==> src/rtl/serial_adder.sv <==
// serial_adder: bit-serial adder streaming two WIDTH-bit operands LSB-first through one full-adder cell.
// Define SERIAL_ADDER_OVF_EN to add the OVF (two's-complement overflow) output.
module serial_adder #(
  parameter int WIDTH = 8
)(
  input  logic             clk,
  input  logic             rst_n,
  input  logic             start,
  input  logic [WIDTH-1:0] A,
  input  logic [WIDTH-1:0] B,
  input  logic             C0,
  output logic             busy,
  output logic             done,
  output logic [WIDTH-1:0] F,
  output logic             C1
`ifdef SERIAL_ADDER_OVF_EN
  ,
  output logic             OVF
`endif
);
  localparam int CNT_W = $clog2(WIDTH);
  typedef enum logic [1:0] {IDLE, RUN, DONE} state_t;
  state_t state, next;
  logic [WIDTH-1:0] sa, sb, sum, sum_next;
  logic [CNT_W-1:0] cnt;
  logic carry, s, co, last;
  assign s = sa[0] ^ sb[0] ^ carry;
  assign co = (sa[0] & sb[0]) | ((sa[0] ^ sb[0]) & carry);
  assign sum_next = {s, sum[WIDTH-1:1]};
  assign last = state == RUN && cnt == CNT_W'(WIDTH - 1);
  assign busy = state == RUN;
  assign done = state == DONE;
  always_ff @(posedge clk or negedge rst_n)
    if (!rst_n) state <= IDLE;
    else state <= next;
  always_comb begin
    next = state;
    next = state == IDLE ? (start ? RUN : IDLE) :
           state == RUN  ? (last ? DONE : RUN) : IDLE;
  end
  always_ff @(posedge clk or negedge rst_n)
    if (!rst_n) begin
      sa <= '0;
      sb <= '0;
      sum <= '0;
      carry <= 1'b0;
      cnt <= '0;
      F <= '0;
      C1 <= 1'b0;
    end else if (state == IDLE && start) begin
      sa <= A;
      sb <= B;
      carry <= C0;
      cnt <= '0;
      sum <= '0;
    end else if (state == RUN) begin
      sum <= sum_next;
      sa <= sa >> 1;
      sb <= sb >> 1;
      carry <= co;
      cnt <= cnt + 1'b1;
      if (last) begin
        F <= sum_next;
        C1 <= co;
      end
    end
`ifdef SERIAL_ADDER_OVF_EN
  // carry FF holds the carry into the MSB while the last bit is processed
  always_ff @(posedge clk or negedge rst_n)
    if (!rst_n) OVF <= 1'b0;
    else if (last) OVF <= carry ^ co;
`endif
endmodule

==> config.mk <==
export PLATFORM = sky130hd
export DESIGN_NAME = serial_adder
export DESIGN_NICKNAME = d
export VERILOG_FILES = /design/src/rtl/serial_adder.sv
export SDC_FILE = /design/constraint.sdc
export NUM_CORES = 1
export LEC_CHECK = 0
export BUFFER_PORTS_ARGS = -buffer_cell sky130_fd_sc_hd__buf_2
export CAP_MARGIN = 20
export CORE_ASPECT_RATIO = 0.7
export CORE_UTILIZATION = 45
export DETAILED_ROUTE_END_ITERATION = 16
export PLACE_DENSITY = 0.67
export SYNTH_ARGS = -nofsm -noshare
export SYNTH_HDL_FRONTEND = slang
export SYNTH_SLANG_ARGS = --single-unit
export TNS_END_PERCENT = 1
==> constraint.sdc <==
create_clock -name clk -period 1.8 [get_ports clk]
set_clock_uncertainty 0.1 [all_clocks]
set_input_delay 0.09 -clock clk [delete_from_list [all_inputs] [get_ports clk]]
set_output_delay 0.09 -clock clk [all_outputs]
set_load 0.01 [all_outputs]
; Yosys cells after proc, flatten, opt, wreduce, memory -nomap -nowiden
; Index checks and enable logic that the tools add are counted.
[totals]
register_bits = 39
input_bits = 20
[op_classes]
addsub = 1
n_eq_ne = 3
mux = 14
n_bitwise = 6
n_reduce_logical = 5
[ops]
columns = op, count
row1 = 8-bit 2-to-1 mux, 6
row2 = 2-bit 2-to-1 mux, 3
row3 = 3-bit 2-to-1 mux, 2
row4 = "3-bit by 1-bit adder with 3-bit output, second input constant", 1
row5 = "3-bit == test, second input constant", 1
row6 = 1-bit 2-to-1 mux, 3
row7 = 3-bit AND reduction, 1
row8 = 1-bit bitwise AND, 2
row9 = "2-bit by 1-bit == test with 1-bit output, second input constant", 1
row10 = "2-bit == test, second input constant", 1
row11 = 1-bit logical AND, 2
row12 = 2-bit zero test, 1
row13 = 2-bit nonzero test, 1
row14 = 1-bit bitwise XOR, 2
row15 = 1-bit inverter, 1
row16 = 1-bit bitwise OR, 1

; Logic depth before layout (Yosys ltp)
; Gate-level depths: netlist of run 1.
[depth]
ltp_word = 5
ltp_mapped = 5
mapped_depth_nobuf = 4

; Worst setup path before layout of run 1
; Ideal clock, no wire load.
[synth_timing]
kind = register to register
start = register cnt[0]
end = register C1
setup_time_ns = 0.125
arrival_time_ns = 1.223
required_ns = 1.575
slack_ns = 0.352
path_stages_with_launch = 5
path_cell_list = dfrtp_1 > ha_1 > ha_1 > nand2_8 > mux2_4
[synth_via]
elab_chain_len = 3
[synth_rtl]
columns = element, line_no
row1 = from (decl), 25  ; logic [CNT_W-1:0] cnt;
row2 = from (signal assigned), 61  ; cnt <= cnt + 1'b1;
row3 = 3-bit == test, 30  ; assign last = state == RUN && cnt == CNT_W'(WIDTH - 1);
row4 = 1-bit logical AND, 30
row5 = 3-bit AND reduction (no source line), --
row6 = to (signal assigned), 64  ; C1 <= co;
row7 = to (decl), 15  ; output logic C1
; No other way between the ends.
; A chain may end at the register's enable or synchronous reset.

; Final worst setup path of run 1
[layout_timing]
start = register state[0]
end = register F[1]
[layout_via]
elab_chain_len = 4
elab_cells_between_ends = 6
cone_classes = eq/ne (1) / bitwise (1) / reduce/logical (4)
[layout_rtl]
columns = element, line_no
row1 = from (decl), 23  ; state_t state, next;
row2 = from (signal assigned), 35  ; else state <= next;
row3 = 2-bit zero test, 50  ; end else if (state == IDLE && start) begin
row4 = 1-bit logical AND, 50
row5 = 1-bit inverter (no source line), --
row6 = 3-bit AND reduction (no source line) (*), --
row7 = to (signal assigned), 63  ; F <= sum_next;
row8 = to (decl), 14  ; output logic [WIDTH-1:0] F,
; Mark *: on every way between the ends. The rest lies on a longest branch, timed or not.

==> results of run 1 <==
-- worst max path at each step --
stage,depth (start not counted),slack (ns),from,to
6_report,4,0.21,state[0],F[1]
5_1_grt,3,0.10,state[1],done
3_3_place_gp,4,0.29,state[0],F[6]
3_5_place_dp,4,0.23,state[0],C1
4_1_cts,4,0.21,state[0],C1
2_1_floorplan,4,0.35,cnt[0],C1
-- layer usage --
| metal | vias up | GRT usage [%] | wire length (µm) |
|---|---|---|---|
| li1 | 564 | - | - |
| met1 | 607 | 28.6 | 1630 |
| met2 | 37 | 28.5 | 1540 |
| met3 | 5 | 5.14 | 159 |
| met4 | 0 | 8.49 | 42 |
| met5 | - | 0 | 0 |
-- kinds of logic after synthesis --
kind of cell	Yosys count	synth area share, %
AOI/OAI and AO/OA	57	22.3
adders and majority gates	3	2.70
buffers and inverters	13	4.43
DFF	38	57.0
muxes	9	8.10
and+or+nand+nor	13	5.48
-- state kept, by name, summed over array words and instances (netlist names) --
register and flops:
F 8, C1 1, cnt 3, state 2
sb 8, sum 7, sa 8, carry 1
-- area by class of cell --
class | count | area (µm²)
clock buffer | 6 | 82.6
clock inverter | 2 | 12.5
fill | 313 | 1560
inverter | 4 | 17.5
multi-input combinational | 82 | 643
sequential | 38 | 951
tap | 50 | 62.6
timing repair buffer | 36 | 210
-- power breakdown --
group | leakage (µW) | internal [µW] | switching (µW)
combinational | 0.000416 | 627 | 598
sequential | 0.000456 | 1240 | 306
clock | 0.0000472 | 308 | 299
total | 0.000920 | 2170 | 1200
-- critical path: stages (launching register included) --
cell and delay (ns):
sky130_fd_sc_hd__dfrtp_1 0.55, sky130_fd_sc_hd__nand2b_4 0.20, sky130_fd_sc_hd__inv_4 0.19, sky130_fd_sc_hd__nand2_8 0.11, sky130_fd_sc_hd__mux2_4 0.32
-- stage by stage --
step	hold WS (ns)	power (µW)
global route	0.0100	3610
finish	0.00928	3370
global placement	0.112	2690
floorplan	-0.306	2440
detailed placement	0.121	2780
CTS	0.00178	3400
-- layout by cell type, fill, tap and decap left out --
cell type                       count
sky130_fd_sc_hd__a21oi_1           13
sky130_fd_sc_hd__a22o_1             9
sky130_fd_sc_hd__a2bb2oi_1          2
sky130_fd_sc_hd__buf_2             30
sky130_fd_sc_hd__clkbuf_8           6
sky130_fd_sc_hd__clkinv_2           1
sky130_fd_sc_hd__clkinvlp_4         1
sky130_fd_sc_hd__dfrtp_1           38
sky130_fd_sc_hd__dlygate4sd3_1      6
sky130_fd_sc_hd__fa_1               1
sky130_fd_sc_hd__ha_1               2
sky130_fd_sc_hd__inv_1              3
sky130_fd_sc_hd__inv_4              1
sky130_fd_sc_hd__mux2_4             9
sky130_fd_sc_hd__nand2_1            3
sky130_fd_sc_hd__nand2_8            1
sky130_fd_sc_hd__nand2b_1           3
sky130_fd_sc_hd__nand2b_4           1
sky130_fd_sc_hd__nor2_1             3
sky130_fd_sc_hd__nor2b_1            1
sky130_fd_sc_hd__o21ai_0            5
sky130_fd_sc_hd__o21bai_2           1
sky130_fd_sc_hd__o221a_2            1
sky130_fd_sc_hd__o22ai_1           26
sky130_fd_sc_hd__or4b_1             1
==> Flow_metrics.wiki, run 1 <==
{| class="wikitable"
! Metric !! Value
|-
| Final weighted congestion in routability-driven placement || 0.724
|-
| Number of levels the H-tree was split into || 2
|-
| R2r endpoint || F[1]
|-
| Endpoint kind of the worst setup timing path || flip-flop
|-
| Global-route wire length before repair || 5.53 mm
|-
| Post-synthesis register bit count || 38
|-
| Post-route minimum period || 1.59 ns
|-
| Area share of the leading cell type in the synthesized netlist || 57.0%
|-
| I/O pin count || 31
|-
| Starting utilization of the core area || 47.2%
|-
| Arrival time at the worst endpoint || 1.66 ns
|-
| Leading area contributor after synthesis || sky130_fd_sc_hd__dfrtp_1
|-
| LEAKAGE || 0.000920 µW
|-
| Number of diodes || 0
|-
| Vias after detailed routing || 1,213
|-
| Achievable clock frequency || 630 MHz
|-
| Place WS || 0.226 ns
|-
| Fin crit share || 88.1%
|-
| Clock buffer count from CTS || 5
|-
| Count of clock tree sinks || 38
|-
| Biggest area contributors in the synthesized netlist || sky130_fd_sc_hd__dfrtp_1 57%, sky130_fd_sc_hd__o22ai_1 9.8%, sky130_fd_sc_hd__mux2_4 8.1%
|-
| Number of nets in the synthesized netlist || 156
|-
| Summed area of non-filler cells in the final layout || 0.00198 mm²
|-
| Growth of design area from synthesis to finish || 18.7%
|-
| Post-route DRC violation count || 0
|-
| Number of instances on the worst hold path || 3
|-
| Clock root buffer || sky130_fd_sc_hd__clkbuf_8
|-
| Postcts setup bufs || 0
|-
| Unrepaired setup endpoints after global routing || no
|-
| Post-layout worst setup margin || 0.213 ns
|-
| Detailed Routing Iterations Pass 1 || 4
|-
| 1st-iter DRT viols || 74
|-
| Setup TNS after final layout || 0 ns
|-
| Number of buffers inserted by hold repair at cts || 6
|-
| Final core utilization || 56.0%
|-
| Die span in y || 52.9 µm
|-
| Number of cells in the finished layout apart from fillers || 218
|-
| Peak supply drop || 646 µV
|-
| Placed Cells incl. Taps || 204
|-
| Number of enable flip-flop cells after synthesis || 0
|-
| Leading cell types by count after synthesis || 38 x sky130_fd_sc_hd__dfrtp_1, 26 x sky130_fd_sc_hd__o22ai_1, 13 x sky130_fd_sc_hd__a21oi_1
|-
| Remaining Overflow, GRT || 0
|-
| Cell row count || 18
|-
| HPWL Detailed || 2.35 mm
|-
| Netlist Area Pre-Place || 0.00167 mm²
|-
| HP Start || B[5]
|-
| Final WL || 3.37 mm
|-
| Worst Setup Path Type || flip-flop to flip-flop
|-
| Core Region || 0.00354 mm²
|-
| Placed standard-cell area || 0.00182 mm²
|-
| Result of the run || finished, final reports clean
|-
| Seq/Total Area, Yosys || 57.0%
|-
| Max capacitance violation total || 0
|-
| Required time at the endpoint of the critical path || 1.87 ns
|-
| Worst setup slack for register-to-register paths || 0.21 ns
|-
| Source-to-sink clock delay at the later pin of the worst-skew pair || 0.29 ns
|-
| WHS Endpoint || sb[5]
|-
| Aggregate global-route resource usage || 19.9%
|-
| Final-report max-slew violation count || 0
|-
| Max clock buf depth || 2
|-
| Count of input and output buffers || 30
|-
| Worst flop-to-flop path startpoint || state[0]
|-
| Antenna violations before repair || 0
|-
| Post-synth cell types || 23
|-
| Per-cell routed wire length || 15.4 µm
|-
| Path class of the lowest-slack min-delay path || primary input to flip-flop
|-
| CTS tree || built
|-
| Cell with the most instances after synthesis || sky130_fd_sc_hd__dfrtp_1
|-
| Die W || 74.8 µm
|-
| Post-DR vias/cell || 5.56
|-
| Post-synthesis average cell area || 12.5 µm²
|-
| Final number of hold-violating endpoints || 0
|-
| CP max FO || 15
|-
| Ratio of cells with drive above 1 in the final layout || 31.0%
|-
| Via count of the first global-routing pass || 1,125
|-
| Number of cell instances on the worst register-to-register path || 4
|-
| Async SR Flop Fraction || 100%
|-
| # resized after CTS || 0
|-
| Maximum number of pins on one net before global-route repair || 39
|-
| Count of mapped cells out of synthesis || 133
|-
| Clock slew at the register clock pins of the worst setup and hold paths || 0.08 ns
|-
| Slew at the pin closest to its max-slew limit || 0.803 ns
|-
| Final #Nets || 190
|-
| Power per unit of standard cell area || 1700 mW/mm²
|-
| Post-DRT Antenna Nets || 0
|-
| Critical Path Start Type || flip-flop
|-
| Final setup viols || 0
|-
| Dominant register cell in the synthesized netlist || sky130_fd_sc_hd__dfrtp_1
|-
| Total die area || 0.00396 mm²
|-
| Slew HR || 46.5%
|-
| Number of warning messages in the yosys log || 0
|}
(Power assumes the default switching activity.)
==> run 2, diff against run 1 <==
--- a/config.mk
+++ b/config.mk
@@ -10,7 +10,7 @@
 export CORE_ASPECT_RATIO = 0.7
 export CORE_UTILIZATION = 45
 export DETAILED_ROUTE_END_ITERATION = 16
-export PLACE_DENSITY = 0.67
+export PLACE_DENSITY_LB_ADDON = 0.3
 export SYNTH_ARGS = -nofsm -noshare
 export SYNTH_HDL_FRONTEND = slang
 export SYNTH_SLANG_ARGS = --single-unit
==> Flow_metrics.wiki, run 2 (same netlist as run 1, synthesis figures left out) <==
{| class="wikitable"
! Metric !! Value
|-
| Result of the run || finished, final reports clean
|-
| Post-route minimum period || 1.57 ns
|-
| Placed standard-cell area || 0.00182 mm²
|-
| I/O pin count || 31
|-
| Post-Route Hold Slack || 0.00313 ns
|-
| Arrival time at the worst endpoint || 1.38 ns
|-
| Remaining Overflow, GRT || 0
|-
| Peak supply drop || 605 µV
|-
| Critical Path Start Type || flip-flop
|-
| LEAKAGE || 0.000936 µW
|-
| Clock buffer count from CTS || 5
|-
| Detailed Routing Iterations Pass 1 || 4
|-
| Most common cell after layout, fill and taps aside || sky130_fd_sc_hd__dfrtp_1
|-
| Maximum number of pins on one net before global-route repair || 39
|-
| HPWL Detailed || 2.28 mm
|-
| Summed area of non-filler cells in the final layout || 0.00201 mm²
|-
| Commonest non-fill, non-tap cells in the layout || 38 x sky130_fd_sc_hd__dfrtp_1, 30 x sky130_fd_sc_hd__buf_2, 26 x sky130_fd_sc_hd__o22ai_1
|-
| WHS Endpoint || sb[4]
|-
| Number of levels the H-tree was split into || 2
|-
| Starting utilization of the core area || 47.2%
|-
| Slew at the pin closest to its max-slew limit || 0.790 ns
|-
| Clock slew at the register clock pins of the worst setup and hold paths || 0.07 ns
|-
| Via count of the first global-routing pass || 1,120
|-
| Path class of the lowest-slack min-delay path || primary input to flip-flop
|-
| Largest regs || F: 8 flops, sa: 8 flops, sb: 8 flops
|-
| Count of clock tree sinks || 38
|-
| Core Region || 0.00354 mm²
|-
| Growth of design area from synthesis to finish || 20.3%
|-
| Number of buffers inserted by hold repair at cts || 4
|-
| CP top delay family || buffers and inverters
|-
| Worst Setup Path Type || flip-flop to output pin
|-
| Die W || 74.8 µm
|-
| Cell Chain, Critical Path || inv_1 -> nor2_1 -> buf_2
|-
| R2r endpoint || F[0]
|-
| Unrepaired setup endpoints after global routing || no
|-
| Aggregate global-route resource usage || 18.8%
|-
| Antenna violations before repair || 0
|-
| Total die area || 0.00396 mm²
|-
| Post-route DRC violation count || 0
|-
| CTS tree || built
|-
| Cell row count || 18
|-
| Endpoint kind of the worst setup timing path || output pin
|-
| Max capacitance violation total || 0
|-
| Fin crit share || 87.4%
|-
| Global-route wire length before repair || 5.31 mm
|-
| Post-DR vias/cell || 5.46
|-
| Number of diodes || 0
|-
| Worst path buffer plus inverter count || 2
|-
| Final-report max-slew violation count || 0
|-
| CP max FO || 15
|-
| # resized after CTS || 0
|-
| Max clock buf depth || 2
|-
| Power per unit of standard cell area || 1810 mW/mm²
|-
| Worst setup slack for register-to-register paths || 0.24 ns
|-
| Final #Nets || 188
|-
| Final weighted congestion in routability-driven placement || 0.720
|-
| Per-cell routed wire length || 15.2 µm
|-
| Largest incremental delay on the critical path || 0.47 ns
|-
| 1st-iter DRT viols || 78
|-
| Number of instances on the worst hold path || 3
|-
| Source-to-sink clock delay at the later pin of the worst-skew pair || 0.29 ns
|-
| Die span in y || 52.9 µm
|-
| Required time at the endpoint of the critical path || 1.61 ns
|-
| Tot Pwr || 3630 µW
|-
| Slew HR || 47.3%
|-
| Clock root buffer || sky130_fd_sc_hd__clkbuf_8
|-
| Ratio of cells with drive above 1 in the final layout || 31.3%
|-
| Final number of hold-violating endpoints || 0
|-
| Setup TNS after final layout || 0 ns
|-
| Count of input and output buffers || 30
|-
| Worst flop-to-flop path startpoint || state[1]
|-
| HP Start || B[4]
|-
| Final WL || 3.27 mm
|-
| Postcts setup bufs || 0
|-
| Number of cell instances on the worst register-to-register path || 4
|-
| Vias after detailed routing || 1,179
|-
| Final setup viols || 0
|-
| Cell type of the slowest stage on the worst timing path || sky130_fd_sc_hd__dfrtp_1
|-
| Post-DRT Antenna Nets || 0
|-
| Achievable clock frequency || 635 MHz
|}
[run 2: cell type report]
class                      instances  area [µm²]
clock buffer                       6        82.6
clock inverter                     2        60.1
fill                             299        1530
inverter                           4        17.5
multi-input combinational         82         643
sequential                        38         951
tap                               50        62.6
timing repair buffer              34         190
[run 2: power by group]
group          internal (µW)  switching (µW)  total (µW)
logic                    623             581        1200
registers               1240             303        1540
clock network            591             292         883
[run 2: through the flow]
stage | util, % | instances | worst slack [ns]
after floorplan | - | 133 | 0.352
after global placement | 51.6 | 204 | 0.298
after detailed placement | 51.6 | 204 | 0.253
after CTS | 56.8 | 216 | 0.216
after global routing | 56.8 | 216 | 0.116
final | 56.8 | 216 | 0.226
[run 2: worst max-delay path by stage]
stage	start	end	slack (ns)	cells past startpoint
3_3_place_gp	state[0]	C1	0.30	4
6_report	state[1]	done	0.23	3
2_1_floorplan	cnt[0]	C1	0.35	4
5_1_grt	state[1]	done	0.12	3
4_1_cts	state[1]	done	0.22	3
3_5_place_dp	state[1]	C1	0.25	4
[run 2: tightest hold or removal path: stages]
cell and delay [ns]:
sky130_fd_sc_hd__buf_2 0.08, sky130_fd_sc_hd__o22ai_1 0.05, sky130_fd_sc_hd__a21oi_1 0.13
[run 2: routing by layer]
layer | part of all wire [%] | wire (µm) | global-route usage [%]
met1 | 48 | 1570 | 27.1
met5 | 0 | 0 | 0
met3 | 4.7 | 155 | 4.00
met2 | 45 | 1480 | 26.7
met4 | 2.1 | 70 | 9.43
==> run 3, diff against run 2 <==
--- a/config.mk
+++ b/config.mk
@@ -5,11 +5,12 @@
 export SDC_FILE = /design/constraint.sdc
 export NUM_CORES = 1
 export LEC_CHECK = 0
-export BUFFER_PORTS_ARGS = -buffer_cell sky130_fd_sc_hd__buf_2
+export ABC_AREA = 1
 export CAP_MARGIN = 20
 export CORE_ASPECT_RATIO = 0.7
 export CORE_UTILIZATION = 45
 export DETAILED_ROUTE_END_ITERATION = 16
+export DONT_BUFFER_PORTS = 1
 export PLACE_DENSITY_LB_ADDON = 0.3
 export SYNTH_ARGS = -nofsm -noshare
 export SYNTH_HDL_FRONTEND = slang
==> Flow_metrics.wiki, run 3 <==
{| class="wikitable"
! Metric !! Value
|-
| Final core utilization || 57.2%
|-
| Antenna violations before repair || 0
|-
| Leading cell types by count after synthesis || 67 x sky130_fd_sc_hd__nand2_1, 57 x sky130_fd_sc_hd__nand3_1, 38 x sky130_fd_sc_hd__dfrtp_1
|-
| Aggregate global-route resource usage || 20.3%
|-
| Core Region || 0.00354 mm²
|-
| Starting utilization of the core area || 47.0%
|-
| Post-DRT Antenna Nets || 0
|-
| Growth of design area from synthesis to finish || 21.7%
|-
| Cell row count || 18
|-
| Required time at the endpoint of the critical path || 1.92 ns
|-
| Combinational family with the most area after synthesis || simple AND/OR/NAND/NOR gates
|-
| Clock buffer count from CTS || 5
|-
| Netlist Area Pre-Place || 0.00166 mm²
|-
| Final weighted congestion in routability-driven placement || 0.794
|-
| Post-route DRC violation count || 0
|-
| Summed area of non-filler cells in the final layout || 0.00202 mm²
|-
| Net switching power of the design || 1250 µW
|-
| Post-route minimum period || 1.70 ns
|-
| Power per unit of standard cell area || 1620 mW/mm²
|-
| Critical Path Start Type || flip-flop
|-
| Fin crit share || 94.2%
|-
| Layout filler cell count || 331
|-
| Switching Share || 38.2%
|-
| Final setup viols || 0
|-
| Max clock buf depth || 2
|-
| Clock network fraction of total power || 21.3%
|-
| Per-cell routed wire length || 13.5 µm
|-
| Source-to-sink clock delay at the later pin of the worst-skew pair || 0.29 ns
|-
| Ratio of cells with drive above 1 in the final layout || 9.00%
|-
| Dominant register cell in the synthesized netlist || sky130_fd_sc_hd__dfrtp_1
|-
| Most common cell after layout, fill and taps aside || sky130_fd_sc_hd__nand2_1
|-
| Post-synth cell types || 16
|-
| Detailed Routing Iterations Pass 1 || 4
|-
| Placed standard-cell area || 0.00170 mm²
|-
| Setup TNS after final layout || 0 ns
|-
| Path class of the lowest-slack min-delay path || primary input to asynchronous set/reset pin
|-
| # resized after CTS || 0
|-
| Via count of the first global-routing pass || 1,313
|-
| Max capacitance violation total || 0
|-
| Unrepaired setup endpoints after global routing || no
|-
| Footprint of the multi-input gates || 627 µm²
|-
| Die W || 74.7 µm
|-
| Number of levels the H-tree was split into || 2
|-
| Post-synthesis share of cell area spent on and, or, nand and nor gates || 33.9%
|-
| Final #Nets || 233
|-
| Xor and xnor area share after synthesis || 0%
|-
| Count of mapped cells out of synthesis || 187
|-
| Die span in y || 52.9 µm
|-
| Cell with the most instances after synthesis || sky130_fd_sc_hd__nand2_1
|-
| Count of clock tree sinks || 38
|-
| Total die area || 0.00395 mm²
|-
| Global-route wire length before repair || 5.85 mm
|-
| Post-synthesis register bit count || 38
|-
| Peak supply drop || 570 µV
|-
| Arrival time at the worst endpoint || 1.82 ns
|-
| Area share of the leading cell type in the synthesized netlist || 57.2%
|-
| Post-DR vias/cell || 5.25
|-
| FF+latch area || 951 µm²
|-
| Remaining Overflow, GRT || 0
|-
| Largest regs || F: 8 flops, sa: 8 flops, sb: 8 flops
|-
| Number of nets in the synthesized netlist || 210
|-
| Maximum number of pins on one net before global-route repair || 39
|-
| Async SR Flop Fraction || 100%
|-
| Biggest area contributors in the synthesized netlist || sky130_fd_sc_hd__dfrtp_1 57%, sky130_fd_sc_hd__nand3_1 17%, sky130_fd_sc_hd__nand2_1 15%
|-
| Slew at the pin closest to its max-slew limit || 0.540 ns
|-
| Post-synthesis average cell area || 8.89 µm²
|-
| Final number of hold-violating endpoints || 0
|-
| Number of diodes || 0
|-
| Commonest non-fill, non-tap cells in the layout || 67 x sky130_fd_sc_hd__nand2_1, 57 x sky130_fd_sc_hd__nand3_1, 38 x sky130_fd_sc_hd__dfrtp_1
|-
| Vias after detailed routing || 1,370
|-
| Number of warning messages in the yosys log || 0
|-
| LEAKAGE || 0.00103 µW
|-
| Clock root buffer || sky130_fd_sc_hd__clkbuf_8
|-
| Slew HR || 63.9%
|-
| CP max FO || 15
|-
| Final-report max-slew violation count || 0
|-
| Comb pwr share || 33.7%
|-
| CTS tree || built
|-
| Endpoint kind of the worst setup timing path || flip-flop
|-
| Multiplexer share of the synthesized area || 0%
|-
| Arithmetic-cell share of the synthesized area counting full adders, half adders and majority gates || 2.71%
|-
| Clock slew at the register clock pins of the worst setup and hold paths || 0.08 ns
|-
| Worst Setup Path Type || flip-flop to flip-flop
|-
| Tot Pwr || 3280 µW
|-
| Compound-gate portion of the synthesized area || 0.752%
|-
| Number of enable flip-flop cells after synthesis || 0
|-
| Achievable clock frequency || 589 MHz
|-
| Cell internal power dissipation || 2030 µW
|-
| Seq/Total Area, Yosys || 57.2%
|-
| Leading area contributor after synthesis || sky130_fd_sc_hd__dfrtp_1
|-
| Result of the run || finished, final reports clean
|-
| Final WL || 3.53 mm
|-
| Count of input and output buffers || 0
|-
| Sequential Power Share || 45.0%
|-
| 1st-iter DRT viols || 135
|-
| HPWL Detailed || 2.20 mm
|-
| I/O pin count || 31
|}
-- run 3: cell types whose count changed in the layout (fill, tap and decap cells not counted), moves of 2 or more --
cell and delta:
sky130_fd_sc_hd__a21oi_1 -13, sky130_fd_sc_hd__a22o_1 -9, sky130_fd_sc_hd__a2bb2oi_1 -2, sky130_fd_sc_hd__buf_2 -30, sky130_fd_sc_hd__buf_4 +7, sky130_fd_sc_hd__clkinv_2 +2, sky130_fd_sc_hd__dlygate4sd3_1 +15, sky130_fd_sc_hd__inv_1 -2
sky130_fd_sc_hd__mux2_4 -9, sky130_fd_sc_hd__nand2_1 +64, sky130_fd_sc_hd__nand2b_1 -3, sky130_fd_sc_hd__nand3_1 +57, sky130_fd_sc_hd__o21ai_0 -4, sky130_fd_sc_hd__o22ai_1 -26
-- run 3: per-layer routing --
metal	global-route usage, %	share of wire (%)	up-vias
li1	-	-	659
met1	26.4	44	661
met2	33.2	49	44
met3	6.29	5.6	6
met4	4.72	1.5	0
met5	0	0	-
-- run 3: cell type report --
class	instances	area share (%)
Multi-Input combinational cell	135	31.0
Sequential cell	38	47.0
Tap cell	50	3.09
Clock inverter	3	1.98
Timing Repair Buffer	27	13.0
Clock buffer	5	3.40
Inverter	3	0.557
-- run 3: metrics by stage --
step | hold WS (ns) | std cells | setup WS, ns
floorplan | -0.306 | 187 | 0.483
global placement | -0.305 | 232 | 0.373
detailed placement | -0.305 | 232 | 0.236
CTS | 0.140 | 260 | 0.103
global route | 0.159 | 261 | 0.0291
finish | 0.147 | 261 | 0.104
-- run 3: final timing paths --
kind / start / end / slack, ns / cells after the start
setup / recovery: state[1] / sb[6] / 0.10 / 5
hold / removal: rst_n / F[0] / 0.15 / 2
setup reg to reg: state[1] / sb[6] / 0.10 / 5
hold reg to reg: sum[1] / F[0] / 0.39 / 2
max in group asynchronous: rst_n / cnt[1] / 1.26 / 2
min in group clk: start / sa[7] / 0.15 / 3
-- run 3: critical path: stages (launching register included) --
cell	delay, ns
sky130_fd_sc_hd__dfrtp_1	0.46
sky130_fd_sc_hd__nor2_1	0.12
sky130_fd_sc_hd__buf_4	0.20
sky130_fd_sc_hd__nand3_1	0.09
sky130_fd_sc_hd__dlygate4sd3_1	0.59
sky130_fd_sc_hd__nand3_1	0.08
-- run 3: repair_timing --
action | 4_1_cts | 5_1_grt
endpoints found under the hold margin | 55 | 0
setup endpoints to repair | 0 | 1
setup buffers | 0 | 0
hold buffers | 20 | 0
-- run 3: power by group through the flow --
stage	logic, µW	clock network [µW]	registers, µW
finish	1100	699	1480
global route	1270	754	1520
CTS	1090	722	1470
detailed placement	1010	0	1480
global placement	969	0	1460
floorplan	836	0	1420
-- run 3: logic make-up after synthesis --
family	after synthesis
AOI/OAI and AO/OA	2
adders and majority gates	3
and+or+nand+nor	129
DFF	38
buffers and inverters	15
